===== config.mk =====
export PLATFORM = sky130hd
export DESIGN_NAME = ram_32_reader
export DESIGN_NICKNAME = d
export VERILOG_FILES = /design/src/rtl/ram_32_reader.sv
export SDC_FILE = /design/constraint.sdc
export NUM_CORES = 1
export LEC_CHECK = 0
export CAP_MARGIN = 5
export CORE_AREA = 4 4 409 411
export DETAILED_ROUTE_END_ITERATION = 8
export DIE_AREA = 0 0 413 415
export GPL_ROUTABILITY_DRIVEN = 0
export SYNTH_ARGS = -nofsm -noshare
export SYNTH_HDL_FRONTEND = slang
export SYNTH_SLANG_ARGS = --single-unit

===== constraint.sdc =====
create_clock -name clk -period 31 [get_ports clk]
set_input_delay 6.2 -clock clk [delete_from_list [all_inputs] [get_ports clk]]
set_output_delay 6.2 -clock clk [all_outputs]
set_load 0.05 [all_outputs]

===== src/rtl/ram_32_reader.sv =====
// ram_32_reader: snapshots a 32-entry complex sample buffer in one
// cycle and streams it out one word per valid/ready transfer.
//
// Ports:
//   clk, rst       clock, async active-high reset
//   load           capture request, honoured only while idle
//   in_re, in_im   flattened buffer, word k at [k*WORD_SIZE +: WORD_SIZE]
//   out_ready      consumer accepts the current word
//   out_valid      out_re/out_im/out_addr hold a word
//   out_re/out_im  current word (unmodified sample)
//   out_addr       buffer address of the current word
//   out_last       high with the 32nd word of the frame
//   busy           frame captured and not yet fully transferred
//   done           one-cycle pulse after the last transfer
module ram_32_reader #(
  parameter int WORD_SIZE   = 16,
  parameter bit BIT_REVERSE = 1'b0
) (
  input  logic                    clk,
  input  logic                    rst,
  input  logic                    load,
  input  logic [32*WORD_SIZE-1:0] in_re,
  input  logic [32*WORD_SIZE-1:0] in_im,
  input  logic                    out_ready,
  output logic                    out_valid,
  output logic [WORD_SIZE-1:0]    out_re,
  output logic [WORD_SIZE-1:0]    out_im,
  output logic [4:0]              out_addr,
  output logic                    out_last,
  output logic                    busy,
  output logic                    done
);

  localparam int BW = 32 * WORD_SIZE;

  typedef enum logic {
    IDLE,
    STREAM
  } state_t;

  state_t               state_q, state_d;
  logic [4:0]           count_q, count_d;
  logic [BW-1:0]        snap_re_q, snap_re_d;
  logic [BW-1:0]        snap_im_q, snap_im_d;
  logic                 out_valid_q, out_valid_d;
  logic                 out_last_q, out_last_d;
  logic                 done_q, done_d;
  logic [WORD_SIZE-1:0] out_re_q, out_re_d;
  logic [WORD_SIZE-1:0] out_im_q, out_im_d;
  logic [4:0]           out_addr_q, out_addr_d;

  logic                 xfer;
  logic [4:0]           next_cnt;
  logic [4:0]           next_addr;
  logic [4:0]           first_addr;

  function automatic logic [4:0] addr_of(
    input logic [4:0] c
  );
    if (BIT_REVERSE)
      return {c[0], c[1], c[2], c[3], c[4]};
    else
      return c;
  endfunction

  assign xfer       = out_valid_q & out_ready;
  assign next_cnt   = count_q + 5'd1;
  assign next_addr  = addr_of(next_cnt);
  assign first_addr = addr_of(5'd0);

  always_comb begin
    state_d     = state_q;
    count_d     = count_q;
    snap_re_d   = snap_re_q;
    snap_im_d   = snap_im_q;
    out_valid_d = out_valid_q;
    out_last_d  = out_last_q;
    out_re_d    = out_re_q;
    out_im_d    = out_im_q;
    out_addr_d  = out_addr_q;
    done_d      = 1'b0;

    unique case (state_q)
      IDLE: begin
        if (load) begin
          snap_re_d   = in_re;
          snap_im_d   = in_im;
          count_d     = 5'd0;
          out_valid_d = 1'b1;
          out_last_d  = 1'b0;
          out_addr_d  = first_addr;
          // storage is written on this same edge, so the first
          // word is taken straight from the inputs
          out_re_d    = in_re[int'(first_addr)*WORD_SIZE +: WORD_SIZE];
          out_im_d    = in_im[int'(first_addr)*WORD_SIZE +: WORD_SIZE];
          state_d     = STREAM;
        end
      end
      STREAM: begin
        if (xfer) begin
          if (count_q == 5'd31) begin
            state_d     = IDLE;
            count_d     = 5'd0;
            out_valid_d = 1'b0;
            out_last_d  = 1'b0;
            done_d      = 1'b1;
          end else begin
            count_d     = next_cnt;
            out_addr_d  = next_addr;
            out_re_d    = snap_re_q[int'(next_addr)*WORD_SIZE +: WORD_SIZE];
            out_im_d    = snap_im_q[int'(next_addr)*WORD_SIZE +: WORD_SIZE];
            out_last_d  = (next_cnt == 5'd31);
          end
        end
      end
      default: begin
        state_d = IDLE;
      end
    endcase
  end

  always_ff @(posedge clk or posedge rst) begin
    if (rst) begin
      state_q     <= IDLE;
      count_q     <= 5'd0;
      out_valid_q <= 1'b0;
      out_last_q  <= 1'b0;
      done_q      <= 1'b0;
      out_re_q    <= '0;
      out_im_q    <= '0;
      out_addr_q  <= 5'd0;
    end else begin
      state_q     <= state_d;
      count_q     <= count_d;
      out_valid_q <= out_valid_d;
      out_last_q  <= out_last_d;
      done_q      <= done_d;
      out_re_q    <= out_re_d;
      out_im_q    <= out_im_d;
      out_addr_q  <= out_addr_d;
    end
  end

  // snapshot storage carries no reset; it is only read while streaming
  always_ff @(posedge clk) begin
    snap_re_q <= snap_re_d;
    snap_im_q <= snap_im_d;
  end

  assign out_valid = out_valid_q;
  assign out_re    = out_re_q;
  assign out_im    = out_im_q;
  assign out_addr  = out_addr_q;
  assign out_last  = out_last_q;
  assign busy      = (state_q == STREAM);
  assign done      = done_q;

endmodule


==> metrics.csv <==
stage;metric;value;unit
final_layout;area delta synth->final;41.7;%
global_routing;GRT overflow;0;
final_layout;multi-input combinational cell area;8660;um^2
sta;accumulated negative setup slack;0;ns
die;die outline area;171000;um^2
sta;worst slew pin tran;1.14;ns
die;Core Region;164000;um^2
die;die width;413;um
logic_synthesis;Netlist Area Pre-Place;41000;um^2
die;initial core utilization;0.250;
power;worst-case vdd ir drop;0.0000567;V
logic_synthesis;largest cells by area after synthesis;sky130_fd_sc_hd__edfxtp_1 (75%), sky130_fd_sc_hd__mux4_2 (13%), sky130_fd_sc_hd__dfrtp_1 (2.8%), sky130_fd_sc_hd__nand2_1 (2.7%), sky130_fd_sc_hd__nand3_1 (1.3%);
logic_synthesis;most common flop cell mapped by yosys;sky130_fd_sc_hd__edfxtp_1;
clock_network;Root Buffer Master;sky130_fd_sc_hd__clkbuf_16;
final_layout;core utilization of the finished layout;0.354;
logic_synthesis;cell type with the largest total area after synthesis;sky130_fd_sc_hd__edfxtp_1;
logic_synthesis;area share of the largest cell type after synthesis;0.750;
global_routing;Global Route Usage Sum;0.177;
logic_synthesis;Post-Synthesis Net Count;3051;
clock_network;number of H-tree branching levels;3;
route;number of DRC violations after detailed-routing iteration 0;2603;
logic_synthesis;synth unique cells;28;
global_routing;wire length of the first global-routing pass;208;mm
route;via count;24333;
placed_design;HPWL after detailed placement;120;mm
final_layout;NumNets Final;4157;
logic_synthesis;sequential fraction of the synthesis area;0.778;
die;I/O Pins;1069;
clock_network;CTS resizes;0;
placed_design;number of port buffers;1068;
outcome;result of the run;finished clean;
setup_path;type of destination of the critical path;flip-flop;
clock_network;clock latency on the worst-skew pair;0.76;ns
sta;Final Setup Violations;0;
final_layout;layout cells sized above 1;0.146;
logic_synthesis;post-synthesis sequential element count;1070;
clock_network;Clock Sinks;1070;
setup_path;Worst Setup Path Type;input pin to flip-flop;
setup_path;CP Data Required Time;31.35;ns
final_layout;Seq. cell area;31900;um^2
logic_synthesis;count of synthesis-stage warnings from yosys;0;
flow_run;count of max-cap constraint violations;0;
die;height of the die;415;um
sta;final clock period utilization by the worst path;0.367;
setup_path;Arr. time, crit path;11.71;ns
power;ratio of total power to cell area;73.2;nW/um^2
clock_network;Max Root-Sink Buffers;3;
final_layout;fill cell count;15538;
route;count of unresolved DRC violations after routing;0;
hold_path;worst min-delay path class;flip-flop to flip-flop;
sta;normalized max-slew margin;0.240;
clock_network;clock slew seen by the registers of the worst setup and hold paths;0.06;ns
logic_synthesis;number of enable-type register cells in the synthesized netlist;1024;
logic_synthesis;Gate Count Post-Synth;2020;
clock_network;number of buffers created by CTS;114;
route;Antenna Nets Post-Route;0;
power;leak pwr;18.9;nW
sta;Final Hold Violating Endpoints;0;
route;number of detailed-routing iterations run before antenna repair;8;
clock_network;post-CTS repair timing setup buffer count;0;
clock_network;hold-fix buffers at CTS;0;
setup_path;largest fanout on the critical path;123;
setup_path;Setup crit start kind;input pin;
route;average wire length per cell after detail routing;28.9;um
logic_synthesis;async set or reset register ratio after synthesis;0.0430;
clock_network;CTS tree;done;
global_routing;vias in the first global route;25355;
sta;RSZ-0062 raised after global routing;false;
die;Core Rows;149;
sta;maximum operating frequency;88.0;MHz
sta;Clock Skews;0.0513;ns
global_routing;initial antenna violation count;37;
route;total wire length after detailed routing;157;mm
global_routing;largest net degree at the start of global routing;169;
sta;max-slew violation total from the final report;0;
sta;post-layout minimum cycle time;11.36;ns
route;average via count per standard cell;4.47;
logic_synthesis;average size of a mapped cell;20.3;um^2
report_power, final:
part / internal [W] / switching, W / total [W]
Clock: 0.000777 / 0.000582 / 0.00136
Sequential: 0.00161 / 0.0000270 / 0.00164
Combinational: 0.000487 / 0.000770 / 0.00126
state kept, by name, summed over array words and instances, names as in the netlist:
signal / count
count_q: 5
snap_re_q: 512
snap_im_q: 512
out_valid: 1
busy: 1
done: 1
out_addr: 5
out_last: 1
out_im: 16
out_re: 16
cells in the final DEF (no fill, tap or decap), types with 2 or more instances in the layout:
| cell | count |
|---|---|
| sky130_fd_sc_hd__a22oi_1 | 24 |
| sky130_fd_sc_hd__a22oi_2 | 8 |
| sky130_fd_sc_hd__a31oi_1 | 32 |
| sky130_fd_sc_hd__and3_1 | 2 |
| sky130_fd_sc_hd__buf_12 | 4 |
| sky130_fd_sc_hd__buf_4 | 30 |
| sky130_fd_sc_hd__bufinv_16 | 11 |
| sky130_fd_sc_hd__clkbuf_1 | 30 |
| sky130_fd_sc_hd__clkbuf_16 | 115 |
| sky130_fd_sc_hd__clkdlybuf4s50_1 | 1068 |
| sky130_fd_sc_hd__clkinv_1 | 24 |
| sky130_fd_sc_hd__clkinv_16 | 2 |
| sky130_fd_sc_hd__clkinv_2 | 25 |
| sky130_fd_sc_hd__clkinv_4 | 2 |
| sky130_fd_sc_hd__clkinv_8 | 2 |
| sky130_fd_sc_hd__clkinvlp_4 | 2 |
| sky130_fd_sc_hd__dfrtp_1 | 45 |
| sky130_fd_sc_hd__diode_2 | 24 |
| sky130_fd_sc_hd__edfxtp_1 | 1024 |
| sky130_fd_sc_hd__ha_1 | 2 |
| sky130_fd_sc_hd__inv_1 | 3 |
| sky130_fd_sc_hd__inv_6 | 2 |
| sky130_fd_sc_hd__inv_8 | 2 |
| sky130_fd_sc_hd__mux2_2 | 10 |
| sky130_fd_sc_hd__mux4_1 | 15 |
| sky130_fd_sc_hd__mux4_2 | 241 |
| sky130_fd_sc_hd__nand2_1 | 298 |
| sky130_fd_sc_hd__nand2b_2 | 2 |
| sky130_fd_sc_hd__nand3_1 | 103 |
| sky130_fd_sc_hd__nor2_1 | 36 |
| sky130_fd_sc_hd__nor2_2 | 2 |
| sky130_fd_sc_hd__nor2_4 | 2 |
| sky130_fd_sc_hd__o21ai_0 | 44 |
| sky130_fd_sc_hd__xnor2_2 | 2 |
| sky130_fd_sc_hd__xor2_4 | 2 |
area by class of cell:
type,count,area share
flip-flops and latches,1070,0.549
clock buffers,146,0.0517
multi-input cells,833,0.149
repair buffers,1102,0.189
clock inverters,70,0.0120
inverters,5,0.000474
well taps,2189,0.0472
diodes,24,0.00103
final timing paths:
check	from	end	slack (ns)	depth (start not counted)
worst max-delay path	load	snap_im_q[470]$_DFFE_PP_	19.64	8
worst min-delay path	out_addr[3]$_DFFE_PP0P_	out_addr[3]$_DFFE_PP0P_	0.50	2
worst max register to register	busy$_DFF_PP0_	snap_im_q[470]$_DFFE_PP_	24.90	8
worst min register to register	out_addr[3]$_DFFE_PP0P_	out_addr[3]$_DFFE_PP0P_	0.50	2
max in group asynchronous	rst	count_q[0]$_DFFE_PP0P_	24.32	3
min in group asynchronous	rst	out_im[5]$_DFFE_PP0P_	6.02	3
worst max-delay path: stages:
cell and delay (ns):
sky130_fd_sc_hd__clkdlybuf4s50_1 0.50, sky130_fd_sc_hd__nand2b_2 0.06, sky130_fd_sc_hd__buf_4 0.33, sky130_fd_sc_hd__inv_8 0.69
sky130_fd_sc_hd__buf_4 0.82, sky130_fd_sc_hd__buf_4 0.85, sky130_fd_sc_hd__buf_4 0.90, sky130_fd_sc_hd__buf_4 0.96
cells by family (layout without fill, tap and decap cells):
| family | Yosys count | count (layout) | share of synthesized area |
|---|---|---|---|
| DFF | 1070 | 1070 | 0.778 |
| muxes | 266 | 266 | 0.145 |
| xor gates and xnor gates | 4 | 4 | 0.00104 |
| adders and majority gates | 3 | 3 | 0.000916 |
| buffers and inverters | 117 | 1323 | 0.0126 |
| AOI/OAI and AO/OA | 110 | 110 | 0.0175 |
| and+or+nand+nor | 450 | 450 | 0.0448 |
| other | 0 | 24 | 0 |
per-stage QoR:
| step | setup slack (ns) | hold WS [ns] | area [um^2] | total power (W) | std cells |
|---|---|---|---|---|---|
| 2_1_floorplan | 1.86 | 0.501 | 41000 | 0.00234 | 2020 |
| 3_3_place_gp | 19.06 | 0.482 | 54300 | 0.00296 | 5199 |
| 3_5_place_dp | 18.92 | 0.493 | 54300 | 0.00297 | 5199 |
| 4_1_cts | 19.77 | 0.506 | 58000 | 0.00433 | 5415 |
| 5_1_grt | 19.34 | 0.541 | 58100 | 0.00444 | 5433 |
| 6_report | 19.64 | 0.502 | 58100 | 0.00425 | 5439 |
synthesized netlist by cell type, types with 7 or more instances:
library cell	count
sky130_fd_sc_hd__edfxtp_1	1024
sky130_fd_sc_hd__nand2_1	299
sky130_fd_sc_hd__mux4_2	241
sky130_fd_sc_hd__nand3_1	103
sky130_fd_sc_hd__clkbuf_1	56
sky130_fd_sc_hd__dfrtp_1	46
sky130_fd_sc_hd__buf_2	45
sky130_fd_sc_hd__o21ai_0	44
sky130_fd_sc_hd__nor2_1	40
sky130_fd_sc_hd__a31oi_1	32
sky130_fd_sc_hd__a22oi_1	24
sky130_fd_sc_hd__mux4_1	15
sky130_fd_sc_hd__mux2_2	10
sky130_fd_sc_hd__a22oi_2	8
sky130_fd_sc_hd__buf_1	7
metal layers:
layer	global-route usage	part of all wire	vias up
met3	0.0513	0.086	165
met5	0	0.00067	-
met2	0.298	0.50	1086
met4	0.0482	0.020	16
met1	0.222	0.40	12629
li1	-	-	10437
No activity file was read; power rests on OpenSTA's default activity.
